==> src/rtl/y86_stage_sequencer_pkg.sv <==
// Shared Y86-64 definitions: icodes, status codes, sequencer state encoding.
package y86_stage_sequencer_pkg;

    localparam logic [3:0] IHalt   = 4'h0;
    localparam logic [3:0] INop    = 4'h1;
    localparam logic [3:0] IRrmovq = 4'h2;
    localparam logic [3:0] IIrmovq = 4'h3;
    localparam logic [3:0] IRmmovq = 4'h4;
    localparam logic [3:0] IMrmovq = 4'h5;
    localparam logic [3:0] IOpq    = 4'h6;
    localparam logic [3:0] IJxx    = 4'h7;
    localparam logic [3:0] ICall   = 4'h8;
    localparam logic [3:0] IRet    = 4'h9;
    localparam logic [3:0] IPushq  = 4'hA;
    localparam logic [3:0] IPopq   = 4'hB;

    typedef enum logic [2:0] {
        StatAok = 3'd1,
        StatHlt = 3'd2,
        StatAdr = 3'd3,
        StatIns = 3'd4
    } stat_e;

    typedef enum logic [2:0] {
        StIdle,
        StFetch,
        StDecode,
        StExecute,
        StMemory,
        StWriteback,
        StPcUpd,
        StHalt
    } state_e;

    // Instructions that need a data-memory transaction in the MEMORY stage.
    function automatic logic is_mem_op(logic [3:0] icode);
        return icode inside {IRmmovq, IMrmovq, ICall, IRet, IPushq, IPopq};
    endfunction

endpackage

==> src/rtl/y86_stage_sequencer_if.sv <==
// Bundle between the sequencer (master) and the stage/memory side (slave).
interface y86_stage_sequencer_if #(
    parameter int unsigned ADDR_W = 64,
    parameter int unsigned CNT_W  = 32
);
    logic              run;
    logic              step_mode;
    logic              step_go;
    logic [3:0]        icode_in;
    logic              instr_valid;
    logic              imem_err;
    logic              dmem_ack;
    logic              dmem_err;
    logic [ADDR_W-1:0] next_pc_in;
    logic [ADDR_W-1:0] pc;
    logic              fetch_en;
    logic              decode_en;
    logic              execute_en;
    logic              memory_en;
    logic              wb_en;
    logic              pc_en;
    logic              dmem_req;
    logic [2:0]        stat;
    logic              halted;
    logic [CNT_W-1:0]  instr_count;
    logic [CNT_W-1:0]  cycle_count;

    modport master (
        input  run, step_mode, step_go, icode_in, instr_valid, imem_err,
               dmem_ack, dmem_err, next_pc_in,
        output pc, fetch_en, decode_en, execute_en, memory_en, wb_en, pc_en,
               dmem_req, stat, halted, instr_count, cycle_count
    );

    modport slave (
        output run, step_mode, step_go, icode_in, instr_valid, imem_err,
               dmem_ack, dmem_err, next_pc_in,
        input  pc, fetch_en, decode_en, execute_en, memory_en, wb_en, pc_en,
               dmem_req, stat, halted, instr_count, cycle_count
    );

endinterface

==> src/rtl/y86_sat_counter.sv <==
// Up-counter that sticks at all-ones instead of wrapping.
module y86_sat_counter #(
    parameter int unsigned W = 32
) (
    input  logic         clk,
    input  logic         rst_n,
    input  logic         inc,
    output logic [W-1:0] count
);

    logic [W-1:0] count_q;

    // Increment on request unless already saturated.
    always_ff @(posedge clk or negedge rst_n) begin
        if (!rst_n) begin
            count_q <= '0;
        end else if (inc && (count_q != '1)) begin
            count_q <= count_q + W'(1);
        end
    end

    assign count = count_q;

endmodule

==> src/rtl/y86_stage_sequencer.sv <==
// Multi-cycle Y86-64 control sequencer: owns the PC, steps the datapath stages
// one per clock, runs the data-memory handshake with timeout, tracks status.
module y86_stage_sequencer
    import y86_stage_sequencer_pkg::*;
#(
    parameter int unsigned       ADDR_W      = 64,
    parameter logic [ADDR_W-1:0] PC_RESET    = '0,
    parameter int unsigned       MEM_TIMEOUT = 16,
    parameter int unsigned       CNT_W       = 32
) (
    input logic                   clk,
    input logic                   rst_n,
    y86_stage_sequencer_if.master bus
);

    // tmo_q holds (MEMORY cycles already spent); the last allowed cycle is MEM_TIMEOUT-1.
    localparam int unsigned   TmoW    = (MEM_TIMEOUT < 2) ? 1 : $clog2(MEM_TIMEOUT);
    localparam logic [TmoW-1:0] TmoLast = TmoW'(MEM_TIMEOUT - 1);

    state_e            state_q, state_d;
    stat_e             stat_q, stat_d;
    logic [ADDR_W-1:0] pc_q, pc_d;
    logic              mem_op_q, mem_op_d;
    logic [TmoW-1:0]   tmo_q, tmo_d;

    logic fetch_en_q, decode_en_q, execute_en_q, memory_en_q, wb_en_q, pc_en_q;
    logic dmem_req_q, halted_q;

    logic start;
    assign start = (!bus.step_mode && bus.run) || (bus.step_mode && bus.step_go);

    // Next-state, status, PC and timeout logic.
    always_comb begin
        state_d  = state_q;
        stat_d   = stat_q;
        pc_d     = pc_q;
        mem_op_d = mem_op_q;
        tmo_d    = tmo_q;
        case (state_q)
            StIdle: begin
                if (start) state_d = StFetch;
            end
            StFetch: begin
                mem_op_d = is_mem_op(bus.icode_in);
                if (bus.imem_err) begin
                    stat_d  = StatAdr;
                    state_d = StHalt;
                end else if (!bus.instr_valid) begin
                    stat_d  = StatIns;
                    state_d = StHalt;
                end else if (bus.icode_in == IHalt) begin
                    stat_d  = StatHlt;
                    state_d = StHalt;
                end else begin
                    state_d = StDecode;
                end
            end
            StDecode:  state_d = StExecute;
            StExecute: begin
                state_d = StMemory;
                tmo_d   = '0;
            end
            StMemory: begin
                if (!mem_op_q) begin
                    state_d = StWriteback;
                end else if (bus.dmem_ack) begin
                    // Ack is checked before timeout so a last-cycle ack still completes.
                    if (bus.dmem_err) begin
                        stat_d  = StatAdr;
                        state_d = StHalt;
                    end else begin
                        state_d = StWriteback;
                    end
                end else if (tmo_q == TmoLast) begin
                    stat_d  = StatAdr;
                    state_d = StHalt;
                end else begin
                    tmo_d = tmo_q + TmoW'(1);
                end
            end
            StWriteback: state_d = StPcUpd;
            StPcUpd: begin
                pc_d    = bus.next_pc_in;
                state_d = (!bus.step_mode && bus.run) ? StFetch : StIdle;
            end
            StHalt:  state_d = StHalt;
            default: state_d = StIdle;
        endcase
    end

    // State registers; strobes are registered from the next state so they align with state_q.
    always_ff @(posedge clk or negedge rst_n) begin
        if (!rst_n) begin
            state_q      <= StIdle;
            stat_q       <= StatAok;
            pc_q         <= PC_RESET;
            mem_op_q     <= 1'b0;
            tmo_q        <= '0;
            fetch_en_q   <= 1'b0;
            decode_en_q  <= 1'b0;
            execute_en_q <= 1'b0;
            memory_en_q  <= 1'b0;
            wb_en_q      <= 1'b0;
            pc_en_q      <= 1'b0;
            dmem_req_q   <= 1'b0;
            halted_q     <= 1'b0;
        end else begin
            state_q      <= state_d;
            stat_q       <= stat_d;
            pc_q         <= pc_d;
            mem_op_q     <= mem_op_d;
            tmo_q        <= tmo_d;
            fetch_en_q   <= (state_d == StFetch);
            decode_en_q  <= (state_d == StDecode);
            execute_en_q <= (state_d == StExecute);
            memory_en_q  <= (state_d == StMemory);
            wb_en_q      <= (state_d == StWriteback);
            pc_en_q      <= (state_d == StPcUpd);
            dmem_req_q   <= (state_d == StMemory) && mem_op_d;
            halted_q     <= (state_d == StHalt);
        end
    end

    logic [CNT_W-1:0] instr_cnt, cycle_cnt;

    y86_sat_counter #(.W(CNT_W)) u_instr_cnt (
        .clk   (clk),
        .rst_n (rst_n),
        .inc   (state_q == StPcUpd),
        .count (instr_cnt)
    );

    y86_sat_counter #(.W(CNT_W)) u_cycle_cnt (
        .clk   (clk),
        .rst_n (rst_n),
        .inc   ((state_q != StIdle) && (state_q != StHalt)),
        .count (cycle_cnt)
    );

    assign bus.pc          = pc_q;
    assign bus.fetch_en    = fetch_en_q;
    assign bus.decode_en   = decode_en_q;
    assign bus.execute_en  = execute_en_q;
    assign bus.memory_en   = memory_en_q;
    assign bus.wb_en       = wb_en_q;
    assign bus.pc_en       = pc_en_q;
    assign bus.dmem_req    = dmem_req_q;
    assign bus.stat        = stat_q;
    assign bus.halted      = halted_q;
    assign bus.instr_count = instr_cnt;
    assign bus.cycle_count = cycle_cnt;

endmodule

==> src/flat_wrapper.sv <==
// flat-port wrapper written by rule: the top's interface ports become plain ports
module y86_stage_sequencer_flat import y86_stage_sequencer_pkg::*;
#(
    parameter int unsigned       ADDR_W      = 64,
    parameter logic [ADDR_W-1:0] PC_RESET    = '0,
    parameter int unsigned       MEM_TIMEOUT = 16,
    parameter int unsigned       CNT_W       = 32
)
  (clk, rst_n, bus_run, bus_step_mode, bus_step_go, bus_icode_in, bus_instr_valid, bus_imem_err, bus_dmem_ack, bus_dmem_err, bus_next_pc_in, bus_pc, bus_fetch_en, bus_decode_en, bus_execute_en, bus_memory_en, bus_wb_en, bus_pc_en, bus_dmem_req, bus_stat, bus_halted, bus_instr_count, bus_cycle_count);
  y86_stage_sequencer_if #(.ADDR_W(ADDR_W), .CNT_W(CNT_W)) bus_i ();
  input logic clk;
  input logic rst_n;
  input wire logic [$bits(bus_i.run)-1:0] bus_run;
  input wire logic [$bits(bus_i.step_mode)-1:0] bus_step_mode;
  input wire logic [$bits(bus_i.step_go)-1:0] bus_step_go;
  input wire logic [$bits(bus_i.icode_in)-1:0] bus_icode_in;
  input wire logic [$bits(bus_i.instr_valid)-1:0] bus_instr_valid;
  input wire logic [$bits(bus_i.imem_err)-1:0] bus_imem_err;
  input wire logic [$bits(bus_i.dmem_ack)-1:0] bus_dmem_ack;
  input wire logic [$bits(bus_i.dmem_err)-1:0] bus_dmem_err;
  input wire logic [$bits(bus_i.next_pc_in)-1:0] bus_next_pc_in;
  output wire logic [$bits(bus_i.pc)-1:0] bus_pc;
  output wire logic [$bits(bus_i.fetch_en)-1:0] bus_fetch_en;
  output wire logic [$bits(bus_i.decode_en)-1:0] bus_decode_en;
  output wire logic [$bits(bus_i.execute_en)-1:0] bus_execute_en;
  output wire logic [$bits(bus_i.memory_en)-1:0] bus_memory_en;
  output wire logic [$bits(bus_i.wb_en)-1:0] bus_wb_en;
  output wire logic [$bits(bus_i.pc_en)-1:0] bus_pc_en;
  output wire logic [$bits(bus_i.dmem_req)-1:0] bus_dmem_req;
  output wire logic [$bits(bus_i.stat)-1:0] bus_stat;
  output wire logic [$bits(bus_i.halted)-1:0] bus_halted;
  output wire logic [$bits(bus_i.instr_count)-1:0] bus_instr_count;
  output wire logic [$bits(bus_i.cycle_count)-1:0] bus_cycle_count;
  assign bus_i.run = bus_run;
  assign bus_i.step_mode = bus_step_mode;
  assign bus_i.step_go = bus_step_go;
  assign bus_i.icode_in = bus_icode_in;
  assign bus_i.instr_valid = bus_instr_valid;
  assign bus_i.imem_err = bus_imem_err;
  assign bus_i.dmem_ack = bus_dmem_ack;
  assign bus_i.dmem_err = bus_dmem_err;
  assign bus_i.next_pc_in = bus_next_pc_in;
  assign bus_pc = bus_i.pc;
  assign bus_fetch_en = bus_i.fetch_en;
  assign bus_decode_en = bus_i.decode_en;
  assign bus_execute_en = bus_i.execute_en;
  assign bus_memory_en = bus_i.memory_en;
  assign bus_wb_en = bus_i.wb_en;
  assign bus_pc_en = bus_i.pc_en;
  assign bus_dmem_req = bus_i.dmem_req;
  assign bus_stat = bus_i.stat;
  assign bus_halted = bus_i.halted;
  assign bus_instr_count = bus_i.instr_count;
  assign bus_cycle_count = bus_i.cycle_count;
  y86_stage_sequencer #(.ADDR_W(ADDR_W), .PC_RESET(PC_RESET), .MEM_TIMEOUT(MEM_TIMEOUT), .CNT_W(CNT_W)) u_core (.clk(clk), .rst_n(rst_n), .bus(bus_i));
endmodule
==> config.mk <==
export PLATFORM = sky130hd
export DESIGN_NAME = y86_stage_sequencer_flat
export DESIGN_NICKNAME = d
export VERILOG_FILES = /design/src/rtl/y86_stage_sequencer_pkg.sv /design/src/rtl/y86_stage_sequencer_if.sv /design/src/rtl/y86_sat_counter.sv /design/src/rtl/y86_stage_sequencer.sv /design/src/flat_wrapper.sv
export SDC_FILE = /design/constraint.sdc
export NUM_CORES = 1
export LEC_CHECK = 0
export CAP_MARGIN = 15
export CELL_PAD_IN_SITES_DETAIL_PLACEMENT = 2
export CELL_PAD_IN_SITES_GLOBAL_PLACEMENT = 2
export CORE_MARGIN = 1.5
export CORE_UTILIZATION = 29
export DETAILED_ROUTE_END_ITERATION = 8
export PLACE_DENSITY_LB_ADDON = 0.1
export SLEW_MARGIN = 20
export SYNTH_ARGS = -nofsm -noshare
export SYNTH_HDL_FRONTEND = slang
export SYNTH_SLANG_ARGS = --single-unit
==> constraint.sdc <==
create_clock -name clk -period 3.7 [get_ports clk]
set_input_delay 0.37 -clock clk [delete_from_list [all_inputs] [get_ports clk]]
set_output_delay 0.37 -clock clk [all_outputs]
set_load 0.05 [all_outputs]
==> reports/results.env <==
FINAL_COUNT_OF_HOLD_TIMING_VIOLATIONS=0
POSTSYNTHNETCOUNT=750
CTS_RESIZED=0
OVERALL_DIE_AREA_UM2=23400
DRT_PRE_ANTENNA_ITERS=8
WORST-SETUP-PATH-TYPE='flop to flop'
INITIAL_ANTENNA_VIOLATION_COUNT=2
DOMINANTREGCELLSYNTH='sky130_fd_sc_hd__dfrtp_1'
HOLD_PATH.CLASS='input pin to asynchronous set/reset pin'
TIMING.CRITICAL_PATH.FANOUT_MAX=12
POWER.SHARE.CLOCK=0.215
POST-ROUTE-DRC-COUNT=12
SYNTH_AREA_UM2=6510
CTS-ROOT-TO-SINK-BUFFERS=2
DRV.MAX_CAP_VIOLATION_COUNT=0
PIN_COUNT=216
CP.REQUIRED_NS=4.01
DRIVE_GT1_FRAC=0.0605
POST_SYNTHESIS_SEQUENTIAL_ELEMENT_COUNT=147
FLOORPLAN.DIE.WIDTH_UM=153
GRT_PASS1_VIAS=6476
PLACE.GP.CONGESTION=0.800
MAX_SLEW_MARGIN=0.365
POWER.LEAKAGE_nW=4.35
POWER.SEQUENTIAL.FRACTION=0.304
WORSTSETUPSTARTPOINTTYPE='flop'
INTPOWER_mW=4.38
POWER.COMBINATIONAL.FRACTION=0.481
TIMING.SETUP.TNS_NS=0
RSZ0062_AT_GRT='no'
HTREE_NUM_LEVELS=4
FINAL_UTIL=0.435
TRITONCTS='done'
FIN_CELLS=1175
POSTROUTEANTENNANETS=0
REG2REG_DEPTH=6
SYN-MEAN-INSTANCE-AREA_UM2=9.72
GRT_OVERFLOW_TOTAL=0
CTS_SETUP_BUFFERS=0
FINAL_COMMON_CELL='sky130_fd_sc_hd__nand2_1'
CRIT_PATH_END_KIND='flop'
FIN_NETS=960
EDFF_COUNT_SYNTH=0
ROUTED_WIRE_LENGTH_PER_INSTANCE_UM=19.2
POST_SYNTH_INST_COUNT=670
PATH_CLK_SLEW_NS=0.06
FINALCRITICALPERIOD_NS=2.65
POWER_DENSITY_nW_PER_UM2=860
CTS_SINKS=147
FMAX_MHz=378
GRT_PASS1_WL_UM=36500
CLK-INSERTION-DELAY-LATE_NS=0.43
RR_STARTPOINT='u_core.u_instr_cnt.count[1]'
SETUP_VIOL_COUNT_FINAL=0
DRT-INITIAL-DRC-COUNT=266
POST-PLACE-CELLS=1141
LAYOUT_SETUP_WS_NS=1.05
SYN2LAYOUT_AREA_GROWTH_PCT=46.7
ROUTE.VIAS.TOTAL=5790
GRT.TOTAL_USAGE=0.199
CLK_ROOT_BUFFER_CELL='sky130_fd_sc_hd__clkbuf_16'
WORST-SLEW-PIN-TRANSITION_NS=0.953
FINAL-MAX-SLEW-VIOLATION-COUNT=0
VIA_PER_INST=4.93
DETAILED_PLACE_HPWL_UM=16200
SWITCHING_SHARE=0.467
COREAREA_UM2=22000
FLOP_TO_FLOP_SETUP_SLACK_NS=1.05
OUTCOME='complete, but fails checks'
PLACEMENTROWS=54
FINCLKSKEW_NS=0.0128
SEQ_AREA_FRAC_SYNTH=0.565
NUMPORTBUFFERS=215
LAYOUT_WORST_PATH_CYCLE_SHARE=0.716
DIE_H_UM=153
P_SWITCHING_mW=3.84
INITIAL_CORE_UTILIZATION=0.297
ASYNCSETRESETFLOPFRACSYNTH=1.00
LARGEST_NET_DEGREE_AT_THE_START_OF_GLOBAL_ROUTING=108
TRITONCTS.NUM_BUFFERS=17
PLACE_WORST_SETUP_SLACK_NS=1.15
CTS_HOLD_BUF=0
MOSTFREQUENTLAYOUTCELLS='229 x sky130_fd_sc_hd__nand2_1, 214 x sky130_fd_sc_hd__clkdlybuf4s50_1, 146 x sky130_fd_sc_hd__dfrtp_1'
IR_DROP_uV=380
FAILED_CHECKS='DRC'
TOTALWIRELENGTH_UM=22600
RR_ENDPOINT='u_core.u_instr_cnt.count[1]'
CP.ARRIVAL_NS=2.96
COUNT_OF_CELL_TYPES_IN_THE_NETLIST=51
SYNTHESIS.YOSYS.WARNINGS=0
[state kept, by name, indices dropped and copies added, names as in the netlist]
| register | cells |
|---|---|
| u_core.bus.wb_en | 1 |
| u_core.bus.halted | 1 |
| u_core.bus.execute_en | 1 |
| u_core.bus.memory_en | 1 |
| u_core.bus.decode_en | 1 |
| u_core.u_cycle_cnt.count | 32 |
| u_core.tmo_q | 4 |
| u_core.bus.stat | 3 |
| u_core.state_q | 3 |
| u_core.bus.fetch_en | 1 |
| u_core.mem_op_q | 1 |
| u_core.bus.pc_en | 1 |
| u_core.u_instr_cnt.count | 32 |
| u_core.bus.dmem_req | 1 |
| u_core.bus.pc | 64 |
[synth_stat cells, types with 4 or more instances]
library cell | count | area (um2)
sky130_fd_sc_hd__inv_1 | 6 | 22.5
sky130_fd_sc_hd__nand2_1 | 229 | 860
sky130_fd_sc_hd__nand2b_1 | 7 | 43.8
sky130_fd_sc_hd__buf_2 | 6 | 30.0
sky130_fd_sc_hd__xnor2_1 | 25 | 219
sky130_fd_sc_hd__nand3_1 | 24 | 120
sky130_fd_sc_hd__clkbuf_1 | 19 | 71.3
sky130_fd_sc_hd__and3_1 | 13 | 81.3
sky130_fd_sc_hd__xor2_1 | 35 | 307
sky130_fd_sc_hd__and4_1 | 6 | 52.6
sky130_fd_sc_hd__o21ai_0 | 11 | 55.1
sky130_fd_sc_hd__mux2_2 | 4 | 45.0
sky130_fd_sc_hd__nor3_1 | 18 | 90.1
sky130_fd_sc_hd__nor2_1 | 14 | 52.6
sky130_fd_sc_hd__and2_1 | 5 | 31.3
sky130_fd_sc_hd__a21oi_1 | 5 | 25.0
sky130_fd_sc_hd__nand4_1 | 29 | 181
sky130_fd_sc_hd__dfrtp_1 | 146 | 3650
sky130_fd_sc_hd__nor4_1 | 20 | 125
[through the flow]
stage                     power (mW)  cell area [um2]  hold WS (ns)
after floorplan                 5.00             6510        0.0744
after global placement          6.37             8950         0.456
after detailed placement        6.53             8950         0.469
after CTS                       8.34             9550         0.158
after global routing            8.66             9550         0.148
final                           8.22             9550        0.0642
[metal layers]
metal | wire length (um) | part of all wire | track usage | vias up
li1 | - | - | - | 2682
met1 | 9880 | 0.44 | 0.250 | 2956
met2 | 11200 | 0.50 | 0.337 | 127
met3 | 1090 | 0.048 | 0.0437 | 25
met4 | 384 | 0.017 | 0.0705 | 0
met5 | 0 | 0 | 0 | -
[critical path: stages (launching register included)]
cell and delay (ns):
sky130_fd_sc_hd__dfrtp_1 0.46, sky130_fd_sc_hd__ha_1 0.23, sky130_fd_sc_hd__nand3_1 0.22, sky130_fd_sc_hd__nor4_1 0.43, sky130_fd_sc_hd__nand4_1 0.56, sky130_fd_sc_hd__nand2_1 0.29
sky130_fd_sc_hd__mux2_2 0.36
[area by class of cell]
class | count | area [um2]
fill | 2331 | 12400
sequential | 147 | 3680
multi-input combinational | 488 | 2700
timing repair buffer | 219 | 2200
clock buffer | 21 | 470
tap | 280 | 350
clock inverter | 11 | 128
inverter | 7 | 26.3
antenna | 2 | 5.00
[logic make-up after synthesis]
family / synth area share
compound gates: 0.0315
xor+xnor: 0.0807
fa+ha+maj: 0.00576
buf+inv: 0.0213
flops: 0.565
mux: 0.0117
simple gates: 0.284
[how the worst max path moves through the flow]
stage	startpoint	end	slack (ns)
final	u_core.u_instr_cnt.count[1]	u_core.u_instr_cnt.count[1]	1.05
after detailed placement	u_core.u_instr_cnt.count[0]	u_core.u_instr_cnt.count[1]	1.15
after global placement	bus_step_mode	u_core.tmo_q[3]	1.29
after floorplan	u_core.u_cycle_cnt.count[9]	u_core.u_cycle_cnt.count[30]	1.24
after CTS	u_core.u_instr_cnt.count[0]	u_core.u_instr_cnt.count[1]	1.03
after global routing	u_core.u_instr_cnt.count[1]	u_core.u_instr_cnt.count[1]	0.80
[power by group through the flow]
stage | clock [mW] | combinational (mW) | sequential (mW)
2_1_floorplan | 0 | 1.01 | 3.99
3_3_place_gp | 0 | 3.90 | 2.47
6_report | 1.77 | 3.95 | 2.50
3_5_place_dp | 0 | 3.99 | 2.53
4_1_cts | 1.81 | 4.02 | 2.51
5_1_grt | 1.88 | 4.20 | 2.58
No activity file was read; power rests on OpenSTA's default activity.
